File: src/rtl/alu_pkg.sv
// Shared definitions for the accumulator ALU: opcodes, FSM states, CMP result bits.
// Latency: n/a (definitions only).
// Backpressure: n/a.
package alu_pkg;

  // 4-bit operation select
  localparam logic [3:0] OP_PASSA = 4'd0;
  localparam logic [3:0] OP_INCA  = 4'd1;
  localparam logic [3:0] OP_ADD   = 4'd2;
  localparam logic [3:0] OP_ADC   = 4'd3;
  localparam logic [3:0] OP_SUB   = 4'd4;
  localparam logic [3:0] OP_DECA  = 4'd5;
  localparam logic [3:0] OP_INCB  = 4'd6;
  localparam logic [3:0] OP_NAND  = 4'd7;
  localparam logic [3:0] OP_AND   = 4'd8;
  localparam logic [3:0] OP_OR    = 4'd9;
  localparam logic [3:0] OP_NOR   = 4'd10;
  localparam logic [3:0] OP_XOR   = 4'd11;
  localparam logic [3:0] OP_XNOR  = 4'd12;
  localparam logic [3:0] OP_CMP   = 4'd13;
  localparam logic [3:0] OP_NOTA  = 4'd14;
  localparam logic [3:0] OP_MUL   = 4'd15;

  typedef enum logic [1:0] {
    ST_IDLE = 2'd0,
    ST_EXEC = 2'd1,
    ST_MUL  = 2'd2
  } state_e;

  // Bit positions of the unsigned compare flags in the CMP result
  localparam int CMP_EQ_BIT = 0;
  localparam int CMP_LT_BIT = 1;
  localparam int CMP_GT_BIT = 2;

endpackage

File: src/rtl/seq_multiplier.sv
// Unsigned shift-add multiplier, one partial product per clock.
// Latency: start at edge n -> done_o high for the cycle after edge n+WIDTH-1 (WIDTH iterations).
// Backpressure: none; start_i is only raised by the owner when idle, product holds until next start.
// Ports: clk/rst_n (async active-low), start_i, a_i/b_i operands, done_o pulse, prod_o 2*WIDTH product.
module seq_multiplier #(
  parameter int WIDTH = 8,
  parameter int CNT_W = $clog2(WIDTH) + 1
) (
  input  logic               clk,
  input  logic               rst_n,
  input  logic               start_i,
  input  logic [WIDTH-1:0]   a_i,
  input  logic [WIDTH-1:0]   b_i,
  output logic               done_o,
  output logic [2*WIDTH-1:0] prod_o
);

  logic [2*WIDTH-1:0] prod_q;
  logic [2*WIDTH-1:0] mcand_q;
  logic [WIDTH-1:0]   mplier_q;
  logic [CNT_W-1:0]   cnt_q;
  logic               busy_q;
  logic               done_q;

  // The start edge already folds in bit 0 of the multiplier, so only
  // WIDTH-1 further iterations remain after it.
  always_ff @(posedge clk or negedge rst_n) begin
    if (!rst_n) begin
      prod_q   <= '0;
      mcand_q  <= '0;
      mplier_q <= '0;
      cnt_q    <= '0;
      busy_q   <= 1'b0;
      done_q   <= 1'b0;
    end else begin
      done_q <= 1'b0;
      if (start_i) begin
        prod_q   <= b_i[0] ? {{WIDTH{1'b0}}, a_i} : '0;
        mcand_q  <= {{(WIDTH-1){1'b0}}, a_i, 1'b0};
        mplier_q <= b_i >> 1;
        cnt_q    <= CNT_W'(WIDTH - 1);
        busy_q   <= 1'b1;
      end else if (busy_q) begin
        if (mplier_q[0]) begin
          prod_q <= prod_q + mcand_q;
        end
        mcand_q  <= mcand_q << 1;
        mplier_q <= mplier_q >> 1;
        cnt_q    <= cnt_q - CNT_W'(1);
        if (cnt_q == CNT_W'(1)) begin
          busy_q <= 1'b0;
          done_q <= 1'b1;
        end
      end
    end
  end

  assign done_o = done_q;
  assign prod_o = prod_q;

endmodule

File: src/rtl/param_accum_alu.sv
// Two-stage ALU with accumulator, full flags and a multi-cycle MUL opcode.
// Latency: 1 edge after accept for single-cycle ops, WIDTH+1 edges for MUL; out_valid pulses once.
// Backpressure: in_ready drops for the whole MUL and while reset is low; no request queueing.
// Ports: in_valid/in_ready handshake with opcode/a/b/acc_sel/acc_en, live acc_clr;
//        out_valid + alu_out/alu_cout/alu_of/alu_zero/alu_neg result, acc_out accumulator.
module param_accum_alu
  import alu_pkg::*;
#(
  parameter int WIDTH = 8,
  parameter int CNT_W = $clog2(WIDTH) + 1
) (
  input  logic             clk,
  input  logic             reset,
  input  logic             in_valid,
  output logic             in_ready,
  input  logic [3:0]       opcode,
  input  logic [WIDTH-1:0] a,
  input  logic [WIDTH-1:0] b,
  input  logic             acc_sel,
  input  logic             acc_en,
  input  logic             acc_clr,
  output logic             out_valid,
  output logic [WIDTH-1:0] alu_out,
  output logic             alu_cout,
  output logic             alu_of,
  output logic             alu_zero,
  output logic             alu_neg,
  output logic [WIDTH-1:0] acc_out
);

  localparam int MSB = WIDTH - 1;

  state_e             state_q, state_d;
  logic               accept;
  logic               exec_vld;

  logic [3:0]         s1_op_q;
  logic [WIDTH-1:0]   s1_a_q;
  logic [WIDTH-1:0]   s1_b_q;
  logic               s1_acc_sel_q;
  logic               s1_acc_en_q;
  logic               mul_start_q;

  logic [WIDTH-1:0]   acc_q;
  logic               carry_hist_q;

  logic [WIDTH-1:0]   op_a, op_b, res;
  logic [WIDTH:0]     sum;
  logic               res_cout, res_of;

  logic               mul_done;
  logic [2*WIDTH-1:0] mul_prod;

  logic               out_valid_q;
  logic [WIDTH-1:0]   alu_out_q;
  logic               cout_q, of_q, zero_q, neg_q;

  // ---------------- FSM ----------------
  always_ff @(posedge clk or negedge reset) begin
    if (!reset) state_q <= ST_IDLE;
    else        state_q <= state_d;
  end

  always_comb begin
    state_d = state_q;
    case (state_q)
      ST_IDLE, ST_EXEC: begin
        if (accept) state_d = (opcode == OP_MUL) ? ST_MUL : ST_EXEC;
        else        state_d = ST_IDLE;
      end
      ST_MUL:  if (mul_done) state_d = ST_IDLE;
      default: state_d = ST_IDLE;
    endcase
  end

  // in_ready is gated by the reset pin itself so it reads 0 the moment reset asserts.
  always_comb begin
    in_ready = reset && (state_q != ST_MUL);
    accept   = in_valid && in_ready;
    exec_vld = (state_q == ST_EXEC) || ((state_q == ST_MUL) && mul_done);
  end

  // ---------------- Stage 1: operand capture ----------------
  always_ff @(posedge clk or negedge reset) begin
    if (!reset) begin
      s1_op_q      <= '0;
      s1_a_q       <= '0;
      s1_b_q       <= '0;
      s1_acc_sel_q <= 1'b0;
      s1_acc_en_q  <= 1'b0;
      mul_start_q  <= 1'b0;
    end else begin
      mul_start_q <= accept && (opcode == OP_MUL);
      if (accept) begin
        s1_op_q      <= opcode;
        s1_a_q       <= a;
        s1_b_q       <= b;
        s1_acc_sel_q <= acc_sel;
        s1_acc_en_q  <= acc_en;
      end
    end
  end

  // ---------------- Stage 2: execute ----------------
  // Operand A reads the live accumulator here, after the previous op has
  // written it, so dependent back-to-back ops need no forwarding.
  always_comb begin
    op_a     = s1_acc_sel_q ? acc_q : s1_a_q;
    op_b     = s1_b_q;
    sum      = '0;
    res      = '0;
    res_cout = 1'b0;
    res_of   = 1'b0;
    case (s1_op_q)
      OP_PASSA: res = op_a;
      OP_INCA: begin
        sum = {1'b0, op_a} + (WIDTH+1)'(1);
        res = sum[MSB:0]; res_cout = sum[WIDTH];
        res_of = ~op_a[MSB] & res[MSB];
      end
      OP_ADD, OP_ADC: begin
        sum = {1'b0, op_a} + {1'b0, op_b}
            + (WIDTH+1)'((s1_op_q == OP_ADC) ? carry_hist_q : 1'b0);
        res = sum[MSB:0]; res_cout = sum[WIDTH];
        res_of = (op_a[MSB] == op_b[MSB]) && (res[MSB] != op_a[MSB]);
      end
      OP_SUB: begin
        // A + ~B + 1: carry out is the no-borrow flag
        sum = {1'b0, op_a} + {1'b0, ~op_b} + (WIDTH+1)'(1);
        res = sum[MSB:0]; res_cout = sum[WIDTH];
        res_of = (op_a[MSB] != op_b[MSB]) && (res[MSB] != op_a[MSB]);
      end
      OP_DECA: begin
        sum = {1'b0, op_a} + {1'b0, {WIDTH{1'b1}}};
        res = sum[MSB:0]; res_cout = sum[WIDTH];
        res_of = op_a[MSB] & ~res[MSB];
      end
      OP_INCB: begin
        sum = {1'b0, op_b} + (WIDTH+1)'(1);
        res = sum[MSB:0]; res_cout = sum[WIDTH];
        res_of = ~op_b[MSB] & res[MSB];
      end
      OP_NAND: res = ~(op_a & op_b);
      OP_AND:  res = op_a & op_b;
      OP_OR:   res = op_a | op_b;
      OP_NOR:  res = ~(op_a | op_b);
      OP_XOR:  res = op_a ^ op_b;
      OP_XNOR: res = ~(op_a ^ op_b);
      OP_CMP: begin
        res[CMP_GT_BIT] = op_a > op_b;
        res[CMP_LT_BIT] = op_a < op_b;
        res[CMP_EQ_BIT] = op_a == op_b;
      end
      OP_NOTA: res = ~op_a;
      OP_MUL: begin
        res      = mul_prod[MSB:0];
        res_cout = |mul_prod[2*WIDTH-1:WIDTH];
        res_of   = res_cout;
      end
      default: res = '0;
    endcase
  end

  seq_multiplier #(
    .WIDTH (WIDTH),
    .CNT_W (CNT_W)
  ) u_mul (
    .clk     (clk),
    .rst_n   (reset),
    .start_i (mul_start_q),
    .a_i     (op_a),
    .b_i     (op_b),
    .done_o  (mul_done),
    .prod_o  (mul_prod)
  );

  // ---------------- Result, carry history and accumulator ----------------
  always_ff @(posedge clk or negedge reset) begin
    if (!reset) begin
      out_valid_q  <= 1'b0;
      alu_out_q    <= '0;
      cout_q       <= 1'b0;
      of_q         <= 1'b0;
      zero_q       <= 1'b0;
      neg_q        <= 1'b0;
      carry_hist_q <= 1'b0;
      acc_q        <= '0;
    end else begin
      out_valid_q <= exec_vld;
      if (exec_vld) begin
        alu_out_q    <= res;
        cout_q       <= res_cout;
        of_q         <= res_of;
        zero_q       <= (res == '0);
        neg_q        <= res[MSB];
        carry_hist_q <= res_cout;
      end
      if (acc_clr)                        acc_q <= '0;
      else if (exec_vld && s1_acc_en_q)   acc_q <= res;
    end
  end

  assign out_valid = out_valid_q;
  assign alu_out   = alu_out_q;
  assign alu_cout  = cout_q;
  assign alu_of    = of_q;
  assign alu_zero  = zero_q;
  assign alu_neg   = neg_q;
  assign acc_out   = acc_q;

endmodule
File: config.mk
export PLATFORM = sky130hd
export DESIGN_NAME = param_accum_alu
export DESIGN_NICKNAME = d
export VERILOG_FILES = /design/src/rtl/alu_pkg.sv /design/src/rtl/seq_multiplier.sv /design/src/rtl/param_accum_alu.sv
export SDC_FILE = /design/constraint.sdc
export NUM_CORES = 1
export LEC_CHECK = 0
export ABC_AREA = 0
export BUFFER_PORTS_ARGS = -buffer_cell sky130_fd_sc_hd__buf_2
export CORE_UTILIZATION = 56
export DETAILED_ROUTE_END_ITERATION = 6
export PLACE_DENSITY = 0.78
export SYNTH_ARGS = -nofsm -noshare
export SYNTH_HDL_FRONTEND = slang
export SYNTH_SLANG_ARGS = --single-unit
File: constraint.sdc
create_clock -name clk -period 3.4 [get_ports clk]
set_input_delay 0.17 -clock clk [delete_from_list [all_inputs] [get_ports clk]]
set_output_delay 0.17 -clock clk [all_outputs]
set_load 0.02 [all_outputs]
==> impl_metrics.csv <==
group,metric,value,unit
outcome,outcome,"complete, but fails checks",
outcome,violations,"DRC",
yosys,yosys_warnings,0,
power_and_ir_drop,power_per_cell_area,269.2,nW/um2
setup_path,cp_num_buf_inv,2,
setup_path,cp.depth,11,
floorplanning,start_util,57.61,%
timing,setup_tns,0,ns
floorplanning,fp.dieW,113.4,um
yosys,synthArstFlopShare,100.0,%
placement,place_congestion,0.9493,
cells_and_area,layout-drive-gt1-share,20.02,%
clock_tree,clockBufferDepth,2,
floorplanning,rows,40,
floorplanning,coreArea,12060,um2
global_routing,antenna_found_initial,0,
setup_path,worstPathMaxFanout,13,
placement,dp_cells,978,
yosys,synth_edf_count,0,
yosys,ys_seq_area_share,32.05,%
yosys,ys_types,80,
yosys,ys_seq_elements,89,
yosys,syn_area,6949,um2
cells_and_area,area_growth,12.93,%
min_path,min_path_cells,2,
route,drc,1,
setup_path,r2r_cells,11,
setup_path,crit_slowest_cell,"a2111oi_1",
cells_and_area,final_core_util,65.06,%
clock_tree,clock_latency,0.34,ns
timing,rsz0062_at_grt,"yes",
route,drt-total-wl,21.87,mm
global_routing,overflow,0,
floorplanning,top_level_ports,48,
placement,dpl_cell_area,7456,um2
timing,holdWs,0.05898,ns
yosys,synthFlopType,"dfrtp_1",
power_and_ir_drop,peakVddDrop,0.0003087,V
clock_tree,cts_num_sinks,89,
timing,fin_skew,0.006645,ns
global_routing,grt_max_degree,49,
timing,hold_viol,0,
setup_path,crit_required,3.64,ns
clock_tree,htree_levels,3,
timing,timing.fmax,0.2989,GHz
min_path,hp-class,"input pin to register",
route,via_per_inst,6.451,
setup_path,end_kind,"register",
global_routing,grt_pass1_wl,34.56,mm
clock_tree,cts.clk_slew.worst_paths,0.07,ns
route,routedWlPerCell,21.94,um
route,drtIter0Drc,698,
timing,min_period,3.345,ns
global_routing,first_global_vias,6280,
power_and_ir_drop,p_leak,3.607,nW
placement,portBuffers,47,
setup_path,startpoint_type,"register",
global_routing,grt.total_usage,35.28,%
clock_tree,cts_tree,"yes",
run,maxCapViolCount,0,
route,dr.pass1.iters,7,
setup_path,crit_family,"compound AO/OA/AOI/OAI gates",
cells_and_area,stdcell_area,7848,um2
clock_tree,cts_made_buffers,9,
yosys,synth_area_per_cell,9.037,um2
timing,fin_crit_sh,98.39,%
setup_path,path_class,"register to register",
yosys,syn-num-nets,845,
timing,finalMaxSlewViolations,0,
route,ant_nets,0,
cells_and_area,nets,900,
cells_and_area,num_antenna_cells,0,
setup_path,crit_path_max_incr_delay,0.51,ns
cells_and_area,fin_cells,997,
route,vias,6432,
floorplanning,die_h,113.4,um
setup_path,crit_path_cell_trace,"buf_4 -> mux2i_4 -> inv_2 -> ha_1 -> nor2b_1 -> o311a_1 -> a2111oi_1 -> o31ai_2 -> o21ai_1 -> nor4_2 -> a41o_1",
setup_path,arrival,3.58,ns
floorplanning,dieArea,12860,um2
placement,hpwl,16.43,mm
timing,worst_pin_slew,1.131,ns
clock_tree,cts_root_buf,"clkbuf_16",
timing,slew_headroom,24.43,%
timing,setup_viol,0,
yosys,syn-instance-count,769,
==> cell type report <==
| type | instances | area (um2) |
|---|---|---|
| clock buffers | 10 | 229.0 |
| well taps | 168 | 210.2 |
| clock inverters | 6 | 75.07 |
| repair buffers | 91 | 570.5 |
| inverters | 36 | 135.1 |
| flip-flops and latches | 89 | 2230 |
| fillers | 1020 | 4214 |
| multi-input cells | 597 | 4398 |
==> layer usage <==
layer | up-vias | share of wire (%) | GRT usage, %
met1 | 3136 | 45 | 48.87
met2 | 291 | 44 | 55.05
met4 | 0 | 4.2 | 14.91
li1 | 2949 | - | -
met5 | - | 0 | 0
met3 | 56 | 7.1 | 5.632
==> worst paths after layout <==
kind                         startpoint              to  slack, ns
max                        s1_acc_sel_q        alu_zero       0.05
min                                b[0]         op_b[0]       0.06
max reg2reg                s1_acc_sel_q        alu_zero       0.05
min reg2reg                u_mul.done_o      state_q[1]       0.47
max in group asynchronous         reset    s1_acc_sel_q       2.02
min in group asynchronous         reset  u_mul.cnt_q[1]       0.35
==> flip-flops by register name (all words and copies together) (netlist names) <==
| name | flops |
|---|---|
| u_mul.mcand_q | 15 |
| u_mul.done_o | 1 |
| alu_of | 1 |
| acc_out | 8 |
| s1_a_q | 8 |
| u_mul.cnt_q | 4 |
| alu_zero | 1 |
| u_mul.mplier_q | 7 |
| s1_acc_sel_q | 1 |
| u_mul.busy_q | 1 |
| out_valid | 1 |
| alu_out | 8 |
| alu_cout | 1 |
| state_q | 2 |
| u_mul.prod_o | 16 |
| mul_start_q | 1 |
| s1_op_q | 4 |
| s1_acc_en_q | 1 |
| op_b | 8 |
==> per-stage QoR <==
| step | power [mW] | setup WS (ns) |
|---|---|---|
| global placement | 1.117 | -0.001214 |
| floorplan | 1.081 | 0.1340 |
| finish | 2.112 | 0.05474 |
| CTS | 2.126 | -0.02568 |
| global route | 2.167 | -0.04442 |
| detailed placement | 1.118 | -0.07113 |
==> logic make-up (layout without fill, tap and decap cells) <==
| family | count (synthesis) | after routing | share of synthesized area (%) |
|---|---|---|---|
| AND/OR/NAND/NOR | 261 | 261 | 19.90 |
| AO/OA/AOI/OAI | 202 | 202 | 20.31 |
| flip-flops | 89 | 89 | 32.05 |
| XOR/XNOR | 18 | 18 | 2.269 |
| adder cells (fa/ha/maj) | 50 | 50 | 9.435 |
| multiplexers | 66 | 66 | 10.50 |
| buffers and inverters | 83 | 143 | 5.546 |
==> report_power, final <==
part	leakage, nW	switching, mW	internal (mW)
logic	2.23	0.0272	0.0124
clock network	0.145	0.434	0.580
registers	1.24	0.000000000000000335	1.06
==> cells in the mapped netlist, types with 5 or more instances <==
cell type	number	area share, %
or2_2	5	0.45
dfrtp_1	89	32
nor3b_1	6	0.65
mux2_2	29	4.7
nand4_1	5	0.45
nor3_1	22	1.6
o32ai_1	5	0.63
clkbuf_1	24	1.3
buf_6	5	0.81
a221o_1	6	0.86
mux2i_1	33	4.8
a21oi_1	46	3.3
ha_1	46	8.3
o22ai_1	13	1.2
or3_1	10	0.90
a31oi_1	6	0.54
o31ai_1	5	0.54
inv_1	33	1.8
a211oi_1	11	1.2
xnor2_1	16	2.0
a32oi_1	6	0.76
buf_2	8	0.58
o211ai_1	6	0.65
and2_1	7	0.63
nand3_1	23	1.7
nand2b_1	16	1.4
nor2_1	51	2.8
a32o_1	5	0.72
nor2b_1	18	1.6
nand2_1	55	3.0
nor4_1	10	0.90
and3_1	7	0.63
o21ai_0	34	2.4
nand3b_1	6	0.65
a21o_1	9	0.97
buf_4	7	0.76
==> layout by cell type, fill, tap and decap left out, types with 6 or more instances in the layout <==
| cell type | instances |
|---|---|
| mux2_2 | 29 |
| buf_4 | 44 |
| inv_1 | 33 |
| a31oi_1 | 6 |
| mux2i_1 | 31 |
| nand2_1 | 55 |
| a21o_1 | 9 |
| ha_1 | 45 |
| dfrtp_1 | 87 |
| nand3_1 | 22 |
| and2_1 | 7 |
| nor2_1 | 51 |
| or3_1 | 10 |
| xnor2_1 | 16 |
| and3_1 | 7 |
| buf_2 | 46 |
| o211ai_1 | 6 |
| a211oi_1 | 10 |
| nand3b_1 | 6 |
| a221o_1 | 6 |
| a32oi_1 | 6 |
| nor3b_1 | 6 |
| nand2b_1 | 16 |
| nor4_1 | 9 |
| o22ai_1 | 13 |
| nor3_1 | 22 |
| clkbuf_16 | 9 |
| a21oi_1 | 45 |
| o21ai_0 | 33 |
| nor2b_1 | 18 |
==> what timing repair did <==
| item | in CTS | in global routing |
|---|---|---|
| endpoints found under the setup margin | 3 | 6 |
| hold endpoints to repair | 41 | 0 |
| hold buffers | 1 | 0 |
| setup buffers | 0 | 2 |
| gates resized for setup | 2 | 11 |
(Power assumes the default switching activity.)
